===== config.mk =====
export PLATFORM = sky130hd
export DESIGN_NAME = sonata_input_conditioner
export DESIGN_NICKNAME = d
export VERILOG_FILES = /design/src/rtl/sonata_input_conditioner.sv
export SDC_FILE = /design/constraint.sdc
export NUM_CORES = 1
export LEC_CHECK = 0
export CORE_MARGIN = 1.5
export CORE_UTILIZATION = 54
export DETAILED_ROUTE_END_ITERATION = 10
export PLACE_DENSITY = 0.85
export SLEW_MARGIN = 5
export SYNTH_ARGS = -nofsm -noshare
export SYNTH_HDL_FRONTEND = slang
export SYNTH_SLANG_ARGS = --single-unit

===== constraint.sdc =====
create_clock -name clk_i -period 42.6 [get_ports clk_i]
set_input_delay 8.52 -clock clk_i [delete_from_list [all_inputs] [get_ports clk_i]]
set_output_delay 8.52 -clock clk_i [all_outputs]
set_load 0.03 [all_outputs]

===== src/rtl/sonata_input_conditioner.sv =====
// sonata_input_conditioner
// Conditions raw board inputs (joystick, switches, card detect) for the GPIO block.
// Each channel passes through a synchroniser, polarity correction, a debounce filter,
// edge-pulse generation and a sticky edge-pending flag.
// Optional feature macro: SONATA_INPUT_IRQ_EN adds irq_en_i / irq_o (level interrupt).
module sonata_input_conditioner #(
  parameter int                NumCh      = 16,
  parameter int                SyncStages = 2,
  parameter int                DebounceW  = 20,
  parameter logic [NumCh-1:0]  InvertMask = '1
) (
  input  logic                 clk_i,
  input  logic                 rst_i,
  input  logic [NumCh-1:0]     pins_i,
  input  logic [DebounceW-1:0] debounce_limit_i,
  input  logic [NumCh-1:0]     clear_i,
  output logic [NumCh-1:0]     inputs_o,
  output logic [NumCh-1:0]     rise_o,
  output logic [NumCh-1:0]     fall_o,
  output logic [NumCh-1:0]     pending_o
`ifdef SONATA_INPUT_IRQ_EN
  ,
  input  logic [NumCh-1:0]     irq_en_i,
  output logic                 irq_o
`endif
);

  // Synchroniser chain; flops idle at InvertMask so the corrected idle level is 0.
  logic [NumCh-1:0] r_sync [SyncStages];
  logic [NumCh-1:0] w_s;
  logic [NumCh-1:0] w_level;
  logic [NumCh-1:0] w_rise;
  logic [NumCh-1:0] w_fall;
  logic [NumCh-1:0] r_pending;

  // First synchroniser stage samples the asynchronous pins.
  always_ff @(posedge clk_i or posedge rst_i) begin
    if (rst_i) begin
      r_sync[0] <= InvertMask;
    end else begin
      r_sync[0] <= pins_i;
    end
  end

  genvar gi;
  generate
    for (gi = 1; gi < SyncStages; gi++) begin : g_sync
      // Further synchroniser stages for metastability settling.
      always_ff @(posedge clk_i or posedge rst_i) begin
        if (rst_i) begin
          r_sync[gi] <= InvertMask;
        end else begin
          r_sync[gi] <= r_sync[gi-1];
        end
      end
    end
  endgenerate

  // Polarity-corrected synchronised level: 1 means the input is "on".
  assign w_s = r_sync[SyncStages-1] ^ InvertMask;

  generate
    for (gi = 0; gi < NumCh; gi++) begin : g_ch
      logic [DebounceW-1:0] r_cnt;
      logic                 r_level;
      logic                 r_rise;
      logic                 r_fall;

      // Debounce: a differing level must persist past the limit before it is accepted.
      // The >= compare keeps the counter bounded and lets a lowered limit take effect
      // on the very next cycle.
      always_ff @(posedge clk_i or posedge rst_i) begin
        if (rst_i) begin
          r_cnt   <= '0;
          r_level <= 1'b0;
          r_rise  <= 1'b0;
          r_fall  <= 1'b0;
        end else begin
          r_rise <= 1'b0;
          r_fall <= 1'b0;
          if (w_s[gi] == r_level) begin
            r_cnt <= '0;
          end else if (r_cnt >= debounce_limit_i) begin
            r_level <= w_s[gi];
            r_cnt   <= '0;
            r_rise  <= w_s[gi];
            r_fall  <= ~w_s[gi];
          end else begin
            r_cnt <= r_cnt + DebounceW'(1);
          end
        end
      end

      assign w_level[gi] = r_level;
      assign w_rise[gi]  = r_rise;
      assign w_fall[gi]  = r_fall;
    end
  endgenerate

  // Sticky edge flags; a new edge wins over a simultaneous clear so no event is lost.
  always_ff @(posedge clk_i or posedge rst_i) begin
    if (rst_i) begin
      r_pending <= '0;
    end else begin
      r_pending <= (r_pending & ~clear_i) | w_rise | w_fall;
    end
  end

  assign inputs_o  = w_level;
  assign rise_o    = w_rise;
  assign fall_o    = w_fall;
  assign pending_o = r_pending;

`ifdef SONATA_INPUT_IRQ_EN
  logic r_irq;

  // Registered level interrupt from enabled pending flags.
  always_ff @(posedge clk_i or posedge rst_i) begin
    if (rst_i) begin
      r_irq <= 1'b0;
    end else begin
      r_irq <= |(r_pending & irq_en_i);
    end
  end

  assign irq_o = r_irq;
`endif

endmodule


; ---- Word level (Yosys, flattened, before mapping)
; Index checks and enable logic that the tools add are counted.
[word_totals]
regBits = 416
input_bits = 54
output_inout_bits = 64
word_cells = 264
[classes]
addsub = 16
magnitude_cmp = 16
eq_ne = 16
mux = 96
bitwise = 37
reduce_logical = 16
[op_table]
columns = cell, n
row1 = $mux W20, 32
row2 = $add A20 B1 Y20 const B, 16
row3 = $ge A20 B20 Y1, 16
row4 = $mux W1, 64
row5 = $not A1 Y1, 32
row6 = $not A16 Y16, 2
row7 = $or A16 B16 Y16, 2
row8 = $reduce_and A2 Y1, 16
row9 = $and A16 B16 Y16, 1
row10 = $eq A1 B1 Y1, 16

; ---- Logic depth before layout (Yosys ltp)
[depth]
word_depth = 4
mapped_depth = 10
ltp_nobuf = 8

; ---- Worst setup path before layout
; OpenSTA, ideal clock, no wires.
[synth_path]
kind = input -> register
from = input debounce_limit_i[17]
to = register g_ch[3].r_cnt[10]
setup_ns = 0.071
t_arrival_ns = 10.502
required_time_ns = 42.529
path_slack_ns = 32.027
stages = 9
path_buffers = 1
cell_sequence = inv_1 ha_1 a21o_1 a21o_1 a221o_1 a311oi_2 nand3_4 buf_6 nor2_1
[synth_between]
elab_chain_cells = 3
[synth_lines]
columns = element, line_no
row1 = start: declaration, 15  ; input logic [DebounceW-1:0] debounce_limit_i,
row2 = $ge A20 B20 Y1, 83  ; end else if (r_cnt >= debounce_limit_i) begin
row3 = $mux W20, 83
row4 = $mux W20, 81  ; if (w_s[gi] == r_level) begin
row5 = end signal: assignment, 89  ; r_cnt <= r_cnt + DebounceW'(1);
row6 = end: declaration, 64  ; logic [DebounceW-1:0] r_cnt;
; Every way passes these cells.
; A chain may end at the register's enable or synchronous reset.

; ---- Final worst setup path
[layout_path]
from = input debounce_limit_i[13]
to = register g_ch[1].r_cnt[9]
[layout_between]
elab_chain_cells = 3
[layout_lines]
columns = element, line_no
row1 = $ge A20 B20 Y1, 83
row2 = $mux W20, 83
row3 = $mux W20, 81
row4 = end signal: assignment, 89
row5 = end: declaration, 64
; Every way passes these cells.

==> impl_metrics.toml <==
[grt]
antenna_found_initial = 1
grt_max_degree = 115
grt_pass1_vias = 19800
overflow = 0
grt.total_usage = 0.254
grt_pass1_wl_mm = 97.9

[min_path]
hp-class = "register to register"
worstHoldStart = "r_sync[30]"
hold-path-endpoint = "r_sync[14]"
hold_depth = 0

[setup_path]
rr_worst_depth = 6
timing.rr.end = "g_ch[1].r_cnt[9]"
cp-end-kind = "register"
path_max_fanout = 20
crit_start = "debounce_limit_i[13]"
regToRegSetupSlack_ps = 39960
crit_type = "input pin to register"
start_kind = "input pin"
rr_startpoint = "g_ch[1].r_cnt[18]"
critical_path_required_ps = 43040
worstPathArrival_ps = 11710

[yosys]
yosys_warnings = 0
syn_nets = 2953
yosys.area.top_type = "dfrtp_1"
syn_avg_cell_area_sq_um = 9.76
ys_types = 58
netlist_area_sq_mm = 0.0250
synth-seq-area-share = 0.418
synth_edf_count = 0
syn_inst = 2563
synthTopCellsByArea = "dfrtp_1, ha_1, nor2_1, xor2_1, xnor2_1"
synth-async-reset-ratio = 1.00
synth_top_area_share = 0.384
ys_ff_latch = 416
synthFlopType = "dfrtp_1"

[final_layout]
final_area_sq_mm = 0.0283
fin_util = 0.620
nets = 3066
syn_to_final_growth_pct = 13.0
final.fill_count = 3400
drive_gt1_frac = 0.0593

[clocking]
cts-hold-fix-buffers = 0
cts_resized = 0
clkSinkCount = 416
cts_tree = "done"
clock_path_buffers = 3
post_cts_buffers = 0
ctsRootBufferMaster = "clkbuf_16"
clk_pin_slew_ps = 60
h-tree-depth = 2
cts_inserted_buffers = 47
clkLatencyLatePin_ps = 600

[power_and_ir_drop]
p_sw_w = 0.000220
pwr-share-comb = 0.069
swShare = 0.241
power_frac_seq = 0.447
powerDensity_mw_per_mm2 = 32.3
internal_power_w = 0.000693
ir_drop_mv = 0.0273
clock_power_share = 0.483
p_leak_nw = 13.5

[placed_design]
globalplace.congestion = 0.835
hpwl_mm = 39.3
port_buffers = 117
postPlaceCellArea_sq_mm = 0.0266

[die]
die_area_sq_mm = 0.0476
ios = 118
initial_utilization = 0.549
fp.coreArea_sq_mm = 0.0456
rows = 78
die_w_um = 218
die_y_um = 218

[timing]
drv_slew = 0
fin_crit_sh = 0.265
finalCriticalPeriod_ps = 11270
slew_headroom = 0.238
tns_ps = 0
setup_viol = 0
max_freq_ghz = 0.0887
rsz0062_at_grt = "no"
tightestPinTransition_ps = 1140
hold_violations = 0
clock_skew_ps = 24.4

[detailed_routing]
wl_per_cell_um = 18.0
detailroute.via_count = 19400
dr.pass1.iters = 7
routed_wl_mm = 59.6
drt_iter0_drc = 1346
ant_nets = 0
viasPerCell = 5.85
drc = 0

[flow_run]
maxCapViolCount = 0

[outcome]
outcome = "finished clean"
## kinds of logic after synthesis
group / share of synthesized area
and+or+nand+nor: 0.199
adders and majority gates: 0.168
xor gates and xnor gates: 0.106
buffers and inverters: 0.0333
AOI/OAI and AO/OA: 0.0737
DFF: 0.418
muxes: 0.00240
## routing by layer
layer | track usage | wire length, um
met1 | 0.305 | 23800
met2 | 0.434 | 28800
met3 | 0.0494 | 3760
met4 | 0.129 | 3200
met5 | 0 | 0
## cells in the mapped netlist (6+ instances only)
master    instances
inv_1            82
xnor2_1         133
o21a_1           13
dfstp_2          32
ha_1            336
a21oi_1          99
dfrtp_1         384
and4_1           25
a221oi_1          9
nand3_1         143
a21o_1           46
clkbuf_1         12
a211o_1          14
nor2_1          456
and3_1           61
o21ai_0          63
buf_4            49
or2_2            10
mux2i_1           6
nand4_1          89
nor3_1           40
nand3_2           6
o211ai_1          6
nor4_1           16
nand2_1         157
and2_1           12
nor2b_1          14
a211oi_1          7
xor2_1          171
a221o_1           6
nand2b_1         18
## power by group through the flow
stage	registers [W]	clock network, W	logic [W]
global placement	0.000415	0	0.0000588
finish	0.000408	0.000441	0.0000634
detailed placement	0.000415	0	0.0000627
CTS	0.000408	0.000448	0.0000637
floorplan	0.000413	0	0.0000393
global route	0.000409	0.000466	0.0000708
## how the worst max path moves through the flow
stage                  endpoint  slack [ps]  depth (start not counted)
6_report       g_ch[1].r_cnt[9]       31330                          8
5_1_grt        g_ch[1].r_cnt[2]       31120                          8
4_1_cts        g_ch[1].r_cnt[9]       31350                          8
3_5_place_dp   g_ch[1].r_cnt[6]       30730                          8
3_3_place_gp   g_ch[1].r_cnt[6]       30790                          8
2_1_floorplan  g_ch[0].r_cnt[0]       22550                          1
## critical path: stages
cell and delay, ps:
clkdlybuf4s50_1 390, inv_1 820, ha_1 300, nand4_1 110, or4_1 520, o211ai_1 300
nand2b_1 610, nor2_1 120
## stage by stage
step / hold slack, ps / power [W] / std cells / setup WS (ps)
after CTS: 343 / 0.000920 / 3315 / 31350
after detailed placement: 347 / 0.000478 / 3227 / 30730
after global routing: 353 / 0.000946 / 3315 / 31120
after global placement: 346 / 0.000473 / 3227 / 30790
final: 341 / 0.000913 / 3316 / 31330
after floorplan: 345 / 0.000453 / 2563 / 22550
## final cells by class
class	count	area, sq um	area share
multi-input cells	1992	13700	0.486
flip-flops and latches	416	10500	0.370
repair buffers	137	1320	0.0467
clock buffers	60	1270	0.0451
well taps	600	751	0.0266
clock inverters	28	413	0.0146
inverters	82	315	0.0112
diodes	1	2.50	0.0000885
## cells in the final DEF, fill, tap and decap left out, types with 89 or more instances in the layout
| cell | count |
|---|---|
| xor2_1 | 171 |
| nand2_1 | 157 |
| ha_1 | 336 |
| nor2_1 | 456 |
| xnor2_1 | 133 |
| nand3_1 | 143 |
| nand4_1 | 89 |
| a21oi_1 | 99 |
| dfrtp_1 | 384 |
| clkdlybuf4s50_1 | 117 |
## sequential cells by signal (all words and copies together) (netlist names)
signal	count
r_sync	32
pending_o	16
g_ch.r_fall	16
g_ch.r_level	16
g_ch.r_cnt	320
g_ch.r_rise	16
No activity file was read; power rests on OpenSTA's default activity.
